File: src/rtl/seq_alu.sv
// Sequential ALU: single-cycle logic/arithmetic ops plus iterative
// shift-add multiply and restoring divide, one bit per clock.
module seq_alu #(
    parameter int WIDTH = 32,
    parameter int SEL_W = 4
) (
    input  logic             clk,
    input  logic             rst_n,
    input  logic             start,
    input  logic [WIDTH-1:0] op1,
    input  logic [WIDTH-1:0] op2,
    input  logic [SEL_W-1:0] sel,
    output logic             busy,
    output logic             done,
    output logic [WIDTH-1:0] out,
    output logic [WIDTH-1:0] hi,
    output logic             zf,
    output logic             dz
);

    localparam int CNT_W = $clog2(WIDTH);

    localparam logic [SEL_W-1:0] OP_AND = SEL_W'(4'b0000);
    localparam logic [SEL_W-1:0] OP_OR  = SEL_W'(4'b0001);
    localparam logic [SEL_W-1:0] OP_ADD = SEL_W'(4'b0010);
    localparam logic [SEL_W-1:0] OP_SUB = SEL_W'(4'b0110);
    localparam logic [SEL_W-1:0] OP_SLT = SEL_W'(4'b0111);
    localparam logic [SEL_W-1:0] OP_MUL = SEL_W'(4'b0101);
    localparam logic [SEL_W-1:0] OP_DIV = SEL_W'(4'b0100);

    typedef enum logic [1:0] {
        S_IDLE,
        S_CALC,
        S_DONE
    } state_t;

    state_t r_state;
    state_t w_nextState;

    logic [WIDTH-1:0] r_a;
    logic [WIDTH-1:0] r_b;
    logic [WIDTH-1:0] r_acc;
    logic [CNT_W-1:0] r_cnt;
    logic             r_isDiv;
    logic [WIDTH-1:0] r_out;
    logic [WIDTH-1:0] r_hi;
    logic             r_dz;

    logic             w_accept;
    logic             w_isMul;
    logic             w_isDiv;
    logic             w_divZero;
    logic             w_multi;
    logic             w_lastIter;
    logic [WIDTH-1:0] w_simpleOut;
    logic [WIDTH-1:0] w_simpleHi;
    logic [WIDTH:0]   w_mulSum;
    logic [WIDTH:0]   w_divShift;
    logic [WIDTH:0]   w_divDiff;
    logic             w_qBit;
    logic [WIDTH-1:0] w_iterAcc;
    logic [WIDTH-1:0] w_iterB;

    assign w_accept   = start && (r_state == S_IDLE);
    assign w_isMul    = (sel == OP_MUL);
    assign w_isDiv    = (sel == OP_DIV);
    assign w_divZero  = w_isDiv && (op2 == '0);
    // A zero multiplier still runs the full iteration so MUL latency never varies.
    assign w_multi    = w_isMul || (w_isDiv && !w_divZero);
    assign w_lastIter = (r_cnt == CNT_W'(WIDTH - 1));

    always_ff @(posedge clk or negedge rst_n) begin
        if (!rst_n) begin
            r_state <= S_IDLE;
        end else begin
            r_state <= w_nextState;
        end
    end

    always_comb begin
        w_nextState = r_state;
        case (r_state)
            S_IDLE: begin
                if (w_accept) begin
                    w_nextState = w_multi ? S_CALC : S_DONE;
                end
            end
            S_CALC: begin
                if (w_lastIter) begin
                    w_nextState = S_DONE;
                end
            end
            S_DONE:  w_nextState = S_IDLE;
            default: w_nextState = S_IDLE;
        endcase
    end

    always_comb begin
        w_simpleOut = '0;
        w_simpleHi  = '0;
        case (sel)
            OP_AND: w_simpleOut = op1 & op2;
            OP_OR:  w_simpleOut = op1 | op2;
            OP_ADD: w_simpleOut = op1 + op2;
            OP_SUB: w_simpleOut = op1 - op2;
            OP_SLT: w_simpleOut = {{(WIDTH-1){1'b0}}, (op1 < op2)};
            OP_DIV: begin
                if (w_divZero) begin
                    w_simpleOut = '1;
                    w_simpleHi  = op1;
                end
            end
            default: begin
                w_simpleOut = '0;
                w_simpleHi  = '0;
            end
        endcase
    end

    // {r_acc, r_b} is one double-width register: product for MUL, remainder:quotient for DIV.
    always_comb begin
        w_mulSum   = {1'b0, r_acc} + (r_b[0] ? {1'b0, r_a} : '0);
        w_divShift = {r_acc, r_b[WIDTH-1]};
        w_divDiff  = w_divShift - {1'b0, r_a};
        w_qBit     = ~w_divDiff[WIDTH];
        if (r_isDiv) begin
            w_iterAcc = w_qBit ? w_divDiff[WIDTH-1:0] : w_divShift[WIDTH-1:0];
            w_iterB   = {r_b[WIDTH-2:0], w_qBit};
        end else begin
            w_iterAcc = w_mulSum[WIDTH:1];
            w_iterB   = {w_mulSum[0], r_b[WIDTH-1:1]};
        end
    end

    always_ff @(posedge clk or negedge rst_n) begin
        if (!rst_n) begin
            r_a     <= '0;
            r_b     <= '0;
            r_acc   <= '0;
            r_cnt   <= '0;
            r_isDiv <= 1'b0;
            r_out   <= '0;
            r_hi    <= '0;
            r_dz    <= 1'b0;
        end else if (w_accept) begin
            r_a     <= w_isDiv ? op2 : op1;
            r_b     <= w_isDiv ? op1 : op2;
            r_acc   <= '0;
            r_cnt   <= '0;
            r_isDiv <= w_isDiv;
            if (!w_multi) begin
                r_out <= w_simpleOut;
                r_hi  <= w_simpleHi;
                r_dz  <= w_divZero;
            end
        end else if (r_state == S_CALC) begin
            r_acc <= w_iterAcc;
            r_b   <= w_iterB;
            r_cnt <= r_cnt + CNT_W'(1);
            if (w_lastIter) begin
                r_out <= w_iterB;
                r_hi  <= w_iterAcc;
                r_dz  <= 1'b0;
            end
        end
    end

    assign busy = (r_state != S_IDLE);
    assign done = (r_state == S_DONE);
    assign out  = r_out;
    assign hi   = r_hi;
    assign zf   = (r_out == '0);
    assign dz   = r_dz;

endmodule

File: config.mk
export PLATFORM = sky130hd
export DESIGN_NAME = seq_alu
export DESIGN_NICKNAME = d
export VERILOG_FILES = /design/src/rtl/seq_alu.sv
export SDC_FILE = /design/constraint.sdc
export NUM_CORES = 1
export LEC_CHECK = 0
export BUFFER_PORTS_ARGS = -buffer_cell sky130_fd_sc_hd__buf_4
export CAP_MARGIN = 40
export CELL_PAD_IN_SITES_DETAIL_PLACEMENT = 2
export CELL_PAD_IN_SITES_GLOBAL_PLACEMENT = 2
export CORE_ASPECT_RATIO = 1.2
export CORE_MARGIN = 2
export CORE_UTILIZATION = 40
export CTS_CLUSTER_SIZE = 8
export DETAILED_ROUTE_END_ITERATION = 16
export PLACE_DENSITY = 0.89
export SKIP_CTS_REPAIR_TIMING = 1
export SLEW_MARGIN = 0
export SYNTH_ARGS = -nofsm -noshare
export SYNTH_HDL_FRONTEND = slang
export SYNTH_SLANG_ARGS = --single-unit
File: constraint.sdc
create_clock -name clk -period 5.8 [get_ports clk]
set_input_delay 0.29 -clock clk [delete_from_list [all_inputs] [get_ports clk]]
set_output_delay 0.29 -clock clk [all_outputs]
set_load 0.01 [all_outputs]
Yosys cells after proc, flatten, opt, wreduce, memory -nomap -nowiden
Cells that the tools add are included.
{"block": "totals", "register_bits": 169, "latch_bits": 0, "ram_bits": 0, "rom_bits": 0, "output_inout_bits": 68, "wordCells": 76, "mem_count": 0}
{"block": "classes", "add_sub_neg": 5, "n_mul": 0, "n_div": 0, "magnitude_cmp": 1, "n_eq_ne": 12, "shift": 0, "mux": 32, "bitwise_logic": 3, "n_reduce_logical": 14}
{"cell": "two-way mux 32 bit", "count": 21}
{"cell": "one-hot mux 32 bit (6 select lines)", "count": 1}
{"cell": "zero test 32 bit", "count": 2}
{"cell": "adder 32 x 32 -> 33 bit", "count": 1}
{"cell": "subtractor 33 x 32 -> 33 bit", "count": 1}
{"cell": "adder 32 bit", "count": 1}
{"cell": "AND 32 bit", "count": 1}
{"cell": "< comparator 32 bit", "count": 1}
{"cell": "bitwise OR 32 bit", "count": 1}
{"cell": "subtractor 32 bit", "count": 1}
{"cell": "equality test 4 x 3 -> 1 bit (second input constant)", "count": 4}
{"cell": "two-way mux 5 bit", "count": 2}
{"cell": "two-way mux 2 bit", "count": 3}
{"cell": "!= test 2 bit (second input constant)", "count": 3}
{"cell": "nonzero test 2 bit", "count": 3}
{"cell": "adder 5 x 1 -> 5 bit (second input constant)", "count": 1}
{"cell": "equality test 5 bit (second input constant)", "count": 1}
{"cell": "equality test 4 x 1 -> 1 bit (second input constant)", "count": 1}
{"cell": "equality test 4 x 2 -> 1 bit (second input constant)", "count": 1}
{"cell": "zero test 4 bit", "count": 1}
{"cell": "two-way mux 1 bit", "count": 4}
{"cell": "one-hot mux 2 bit (2 select lines)", "count": 1}
{"cell": "logical AND 1 bit", "count": 3}
{"cell": "AND reduction 3 bit", "count": 1}
{"cell": "other kinds (7)", "count": 7}

Depth between registers and ports, before layout
Gate-level depths: netlist of run 1.
{"block": "logic_depth", "depth_word": 8, "depth_mapped": 15, "ltp_nobuf": 13}

Worst setup path before layout of run 1
No wires, ideal clock.
{"block": "synth_timing", "kind": "flip-flop to flip-flop", "from": "reg r_b[0]", "to": "reg r_hi[21] (netlist: hi[21])", "setup_time_ns": 0.121, "arrival_time_ns": 3.121, "required_ns": 5.679, "path_slack_ns": 2.558, "stages_incl_launch_ff": 16, "path_buffers": 2, "synth_period_minus_slack_ns": 3.242, "cell_sequence": "dfrtp_1 -> clkbuf_1 -> and2_1 -> ha_1 -> inv_1 -> fa_1 -> nor2b_1 -> o31ai_1 -> a211oi_1 -> or2_0 -> clkbuf_1 -> a311o_1 -> a21oi_1 -> xnor2_1 -> a221o_1 -> o22a_1"}
{"block": "synth_between", "elab_chain_cells": 6}
{"item": "from (decl)", "line_no": "41", "source": "logic [WIDTH-1:0] r_b;"}
{"item": "from (signal assigned)", "line_no": "147", "source": "r_b <= w_isDiv ? op1 : op2;"}
{"item": "from (signal assigned)", "line_no": "158", "source": "r_b <= w_iterB;"}
{"item": "two-way mux 32 bit", "line_no": "122", "source": "w_mulSum = {1'b0, r_acc} + (r_b[0] ? {1'b0, r_a} : '0);"}
{"item": "adder 32 x 32 -> 33 bit", "line_no": "122"}
{"item": "two-way mux 32 bit", "line_no": "126", "source": "if (r_isDiv) begin"}
{"item": "two-way mux 32 bit", "line_no": "160", "source": "if (w_lastIter) begin"}
{"item": "two-way mux 32 bit", "line_no": "156", "source": "end else if (r_state == S_CALC) begin"}
{"item": "two-way mux 32 bit", "line_no": "145", "source": "end else if (w_accept) begin"}
{"item": "to (signal assigned)", "line_no": "153", "source": "r_hi <= w_simpleHi;"}
{"item": "to (signal assigned)", "line_no": "162", "source": "r_hi <= w_iterAcc;"}
{"item": "to (decl)", "line_no": "46", "source": "logic [WIDTH-1:0] r_hi;"}
Every way passes these cells. The select of a mux whose other input is x is not followed.
A chain may end at the register's enable or synchronous reset.

Worst setup path in the final report of run 1
{"block": "layout_timing", "from": "reg r_b[0]", "to": "reg r_hi[29] (netlist: hi[29])"}
Same word-level chain as after synthesis.

==> results.toml, run 1 <==
[run_status]
status = "complete, but fails checks"
failed_checks = "negative hold slack"

[sta]
fin_tns_setup_ps = 0
final.setup.worst_slack_ps = 931
rsz0062_at_grt = "no"
clock_skew_ps = 19.0
slew_viol_final = 0
setup-violations-final = 0
period_needed_ps = 4870
post-route-period-util_pct = 83.9
hold_slack_ps = -91.8
fmax_mhz = 205
tightest_slew_ps = 986
hold_viol_final = 62
slew_headroom_pct = 34.2

[critical_path]
cp.required_ps = 6190
reg2reg_to = "hi[29]$_DFFE_PN0P_"
rr_worst_depth = 13
worstPathArrival_ps = 5260
ff2ff_setup_slack_ps = 930
cp_common_cell = "a211oi_1"
crit_path_start_kind = "flop"
path_cells = "and2_1 -> ha_1 -> inv_1 -> fa_1 -> nor2b_1 -> o31ai_1 -> a211oi_1 -> or2_0 -> a211oi_1 -> o21ai_0 -> mux2i_1 -> nand2_1 -> a31oi_1"
endpoint_kind = "flop"
crit_type = "reg -> reg"
reg2reg_from = "r_b[0]$_DFFE_PN0P_"
crit_family = "compound AO/OA/AOI/OAI gates"
cp_num_buf_inv = 1
cp_slowest_stage_delay_ps = 670
critical-path-slowest-cell = "dfrtp_1"
path_max_fanout = 9

[global_routing]
grt-busiest-layer = "met2"
gr-usage-met3_pct = 7.82
overflow = 0
antenna_found_initial = 1
grt_use_met2_pct = 69.5
grt_usage_pct = 42.3
grt_pass1_wl_um = 150000
gr-usage-met1_pct = 50.1
grt_pass1_vias = 22800
grt_max_degree = 100

[place]
hpwl_um = 66500
placed_area_um2 = 19500
place_ws_ps = 1480
port_buffers = 138
gp_congestion = 0.932

[yosys]
netlist_instances = 2300
synth_edf_count = 0
syn-cell-area_um2 = 18000
synth_seq_cells = 169
synth_cell_types = 89
yosys_warnings = 0
avgSynthCellArea_um2 = 7.81
synth_nets = 2545
ys.flop_type = "dfrtp_1"
synth-async-reset-ratio_pct = 100
yosysSeqAreaShare_pct = 23.6

[detailed_routing]
wl_per_cell_um = 34.2
route.detailed.drc = 0
vias_per_cell = 7.20
vias = 21000
drtAntennaViolNets = 0
drt-pass1-iter-count = 6
dr.first_iter.drc_count = 2109
drt_wl_total_um = 99700

[die]
rows = 85
start_util_pct = 40.3
die_area_um2 = 46600
die_w_um = 197
ios = 139
core_um2 = 44600
die_y_um = 236

[power_and_ir_drop]
power_density_nw_per_um2 = 344
irDropWorstVdd_mv = 0.224
power.leakage_uw = 0.00893

[cts]
clk_latency_ps = 480
cts_buffer_depth = 2
cts_buffers = 17
cts-root-buf = "clkbuf_16"
cts_max_level = 4
cts_tree = "done"
cts.sinks = 169
clkTransAtPathRegs_ps = 90

[cells_and_area]
nNetsFinal = 2586
stdcell_area_um2 = 20100
area_delta_synth_final_pct = 11.8
drive_above_1_share_pct = 11.1
final_util_pct = 45.1

[hold_path]
hold_class = "in -> async"

[run]
cap_violations = 0
## cells in the mapped netlist, types with 6 or more instances
cell type	number	area [um^2]
a2111oi_0	11	96.3
a211o_1	18	158
a211oi_1	52	390
a21o_1	48	360
a21oi_1	189	946
a221o_1	12	120
a221oi_1	11	96.3
a31o_2	12	105
a31oi_1	28	175
a32oi_1	15	131
and2_1	47	294
and3_1	19	119
buf_1	14	52.6
buf_2	14	70.1
clkbuf_1	118	443
dfrtp_1	169	4230
ha_1	170	2130
inv_1	143	537
mux2i_1	111	1110
nand2_1	196	736
nand2b_1	34	213
nand3_1	51	255
nand4_1	15	93.8
nor2_1	168	631
nor2b_1	15	93.8
nor3_1	50	250
nor4_1	25	156
o2111ai_1	10	87.6
o211ai_1	47	353
o21a_1	25	188
o21ai_0	177	886
o21ai_1	17	85.1
o21bai_1	26	195
o221ai_1	26	228
o22a_1	8	70.1
o22ai_1	10	62.6
o311ai_1	6	52.6
o31ai_1	15	113
or2_2	12	75.1
or3_1	16	100
xnor2_1	34	298
xor2_1	21	184
## kinds of logic after synthesis
family	after synthesis	share of synthesized area [%]
AO/OA/AOI/OAI	819	30.4
AND/OR/NAND/NOR	669	17.8
buffers and inverters	293	6.33
adder cells (fa/ha/maj)	174	12.3
flip-flops	169	23.6
multiplexers	119	6.71
XOR/XNOR	57	2.86
## cells in the final DEF (no fill, tap or decap), types with 21 or more instances in the layout
master	instances
dfrtp_1	168
mux2i_1	111
o21ai_0	177
nor3_1	47
nand2_1	195
o21bai_1	26
o21a_1	25
a31oi_1	28
buf_4	163
inv_1	143
nor4_1	23
xnor2_1	34
o221ai_1	26
nand2b_1	33
a211oi_1	51
nand3_1	51
ha_1	170
a21oi_1	188
xor2_1	21
o211ai_1	47
a21o_1	48
and2_1	46
nor2_1	167
## power by group
part / internal (uW) / switching [uW]
clock: 605 / 586
combinational: 1270 / 2480
sequential: 1490 / 482
## final cells by class
type / instances / area (um^2)
Fill cell: 4928 / 24500
Multi-Input combinational cell: 1838 / 12700
Sequential cell: 169 / 4230
Timing Repair Buffer: 171 / 1360
Tap cell: 565 / 707
Inverter: 144 / 541
Clock buffer: 18 / 439
Clock inverter: 13 / 123
Antenna cell: 1 / 2.50
## worst max path at each step
stage,endpoint,depth (start not counted),start,slack [ps]
after floorplan,hi[21]$_DFFE_PN0P_,15,r_b[0]$_DFFE_PN0P_,2560
after global placement,out[30]$_DFFE_PN0P_,9,op2[3],1820
after detailed placement,hi[16]$_DFFE_PN0P_,13,r_b[31]$_DFFE_PN0P_,1480
after CTS,hi[29]$_DFFE_PN0P_,13,r_b[0]$_DFFE_PN0P_,1200
after global routing,r_acc[25]$_DFFE_PN0P_,13,r_b[0]$_DFFE_PN0P_,830
final,hi[29]$_DFFE_PN0P_,13,r_b[0]$_DFFE_PN0P_,930
## stage by stage
stage / total power, uW / instances / hold slack, ps
final: 6910 / 2919 / -91.8
after global routing: 7110 / 2918 / 3.64
after CTS: 6720 / 2917 / -30.4
after floorplan: 3880 / 2300 / -5.59
after detailed placement: 5290 / 2886 / 450
after global placement: 4980 / 2880 / 446
## registers in the layout, summed over array words and instances, names as in the netlist
name	cells
r_cnt	5
r_a	32
hi	32
dz	1
out	32
r_acc	32
r_state	2
r_isDiv	1
r_b	32
## per-layer routing
metal | share of wire [%] | wire length [um]
met1 | 38 | 37500
met2 | 47 | 46800
met3 | 7.9 | 7830
met4 | 7.6 | 7610
met5 | 0.013 | 13
Note: power is estimated with default switching activity, not from simulation.
==> run 2: changes to the inputs <==
--- a/config.mk
+++ b/config.mk
@@ -11,10 +11,10 @@
 export CELL_PAD_IN_SITES_GLOBAL_PLACEMENT = 2
 export CORE_ASPECT_RATIO = 1.2
 export CORE_MARGIN = 2
-export CORE_UTILIZATION = 40
+export CORE_UTILIZATION = 34
 export CTS_CLUSTER_SIZE = 8
 export DETAILED_ROUTE_END_ITERATION = 16
-export PLACE_DENSITY = 0.89
+export PLACE_DENSITY = 0.8
 export SKIP_CTS_REPAIR_TIMING = 1
 export SLEW_MARGIN = 0
 export SYNTH_ARGS = -nofsm -noshare
==> constraint.sdc (replaced) <==
create_clock -name clk -period 4.4 [get_ports clk]
set_input_delay 0.22 -clock clk [delete_from_list [all_inputs] [get_ports clk]]
set_output_delay 0.22 -clock clk [all_outputs]
set_load 0.01 [all_outputs]
==> results.toml, run 2 (same netlist as run 1, synthesis figures left out) <==
[run_status]
status = "finished, final reports clean"

[critical_path]
endpoint_kind = "flop"
crit_type = "reg -> reg"
cp_num_buf_inv = 2
crit_family = "compound AO/OA/AOI/OAI gates"
crit_path_start_kind = "flop"
critical-path-slowest-cell = "o31ai_1"
cp.required_ps = 4740
path_max_fanout = 9
path_cells = "and2_1 -> ha_1 -> inv_1 -> fa_1 -> nor2b_1 -> o31ai_1 -> a211oi_1 -> or2_0 -> buf_4 -> a311o_1 -> a21oi_1 -> xnor2_1 -> a221o_1 -> o22a_1"
worstPathArrival_ps = 4280
cp_slowest_stage_delay_ps = 530

[sta]
rsz0062_at_grt = "no"
final.setup.worst_slack_ps = 461
hold_viol_final = 0
fmax_mhz = 254
fin_tns_setup_ps = 0
post-route-period-util_pct = 89.5
tightest_slew_ps = 917
slew_headroom_pct = 37.3
slew_viol_final = 0
setup-violations-final = 0
period_needed_ps = 3940
clock_skew_ps = 13.9

[die]
die_w_um = 214
core_um2 = 52400
start_util_pct = 34.3
die_y_um = 256
rows = 92
die_area_um2 = 54700
ios = 139

[global_routing]
overflow = 0
grt_usage_pct = 30.4
grt_max_degree = 97
grt_pass1_wl_um = 128000
grt_pass1_vias = 20800
antenna_found_initial = 0

[place]
gp_congestion = 0.912
placed_area_um2 = 19800
port_buffers = 138
hpwl_um = 63800
place_ws_ps = 506

[cts]
cts-root-buf = "clkbuf_16"
cts.sinks = 169
cts_tree = "done"
cts_buffer_depth = 2
clk_latency_ps = 460
cts_buffers = 17
clkTransAtPathRegs_ps = 70
cts_max_level = 4

[cells_and_area]
mostFrequentLayoutCell = "nand2_1"
drive_above_1_share_pct = 11.6
mostFrequentLayoutCells = "195 x nand2_1, 188 x a21oi_1, 177 x o21ai_0, 177 x buf_4, 170 x ha_1"
diodes = 0
area_delta_synth_final_pct = 13.6
nNetsFinal = 2600
stdcell_area_um2 = 20400

[power_and_ir_drop]
internal_power_uw = 4530
pwr-share-seq_pct = 29.1
switching_share_pct = 47.5
power_density_nw_per_um2 = 423
irDropWorstVdd_mv = 0.259
power.leakage_uw = 0.00901
combPwrFrac_pct = 52.3
power.share.clock_pct = 18.6
p_switching_uw = 4100

[detailed_routing]
drt_wl_total_um = 83200
drtAntennaViolNets = 0
drt-pass1-iter-count = 5
route.detailed.drc = 0
wl_per_cell_um = 27.1
vias_per_cell = 6.21
vias = 19100
dr.first_iter.drc_count = 1260

[hold_path]
hold_class = "in -> reg"

[run]
cap_violations = 0
[run 2: cell types whose count changed in the layout (fill, tap and decap cells not counted), moves of 2 or more]
cell / change
clkbuf_8: +2
buf_4: +14
clkinv_2: -3
inv_6: +3
buf_12: +3
buf_16: -2
[run 2: worst reg2reg max path, delay by kind of cell, from the launching register on]
family / cells / cell delay (ps)
AO/OA/AOI/OAI: 6 / 1770
XOR/XNOR: 1 / 120
adder cells (fa/ha/maj): 2 / 440
buffers and inverters: 2 / 300
flip-flops: 1 / 520
AND/OR/NAND/NOR: 3 / 670
[run 2: final timing paths]
check                           cells after the start  slack [ps]                   to          startpoint
worst max-delay path                               14         460   hi[21]$_DFFE_PN0P_  r_b[0]$_DFFE_PN0P_
worst min-delay path                                3          90   hi[28]$_DFFE_PN0P_             op1[28]
worst max register to register                     14         460   hi[21]$_DFFE_PN0P_  r_b[0]$_DFFE_PN0P_
worst min register to register                      1         490       dz$_DFFE_PN0P_      dz$_DFFE_PN0P_
max in group asynchronous                           3        2770       dz$_DFFE_PN0P_               rst_n
min in group asynchronous                           2         430  out[10]$_DFFE_PN0P_               rst_n
[run 2: power groups by stage]
stage          sequential, uW  clock, uW  combinational, uW
3_5_place_dp             2510          0               4410
6_report                 2510       1610               4510
5_1_grt                  2540       1680               4900
3_3_place_gp             2480          0               4190
2_1_floorplan            2320          0               2790
4_1_cts                  2490       1630               4470
[run 2: stage by stage]
step           hold slack, ps  total power [uW]  cells  utilization, %
6_report                 90.0              8630   3072            38.9
5_1_grt                   116              9120   3072            38.9
4_1_cts                  -124              8580   3071            38.9
3_5_place_dp              372              6910   3040            37.8
3_3_place_gp              364              6660   3037            37.7
2_1_floorplan           -75.6              5110   2300               -
[run 2: cell type report]
cell class / instances / area [um^2]
Inverter: 144 / 541
Multi-Input combinational cell: 1838 / 12700
Clock buffer: 20 / 467
Timing Repair Buffer: 185 / 1470
Fill cell: 6013 / 32000
Clock inverter: 11 / 136
Tap cell: 705 / 882
Sequential cell: 169 / 4230
[run 2: per-layer routing]
metal	part of all wire, %	vias up	routed length (um)	global-route usage (%)
met4	4.6	0	3790	13.6
li1	-	8543	-	-
met5	0	-	0	0
met1	43	9878	35800	38.7
met3	3.5	170	2900	2.36
met2	49	498	40700	52.0
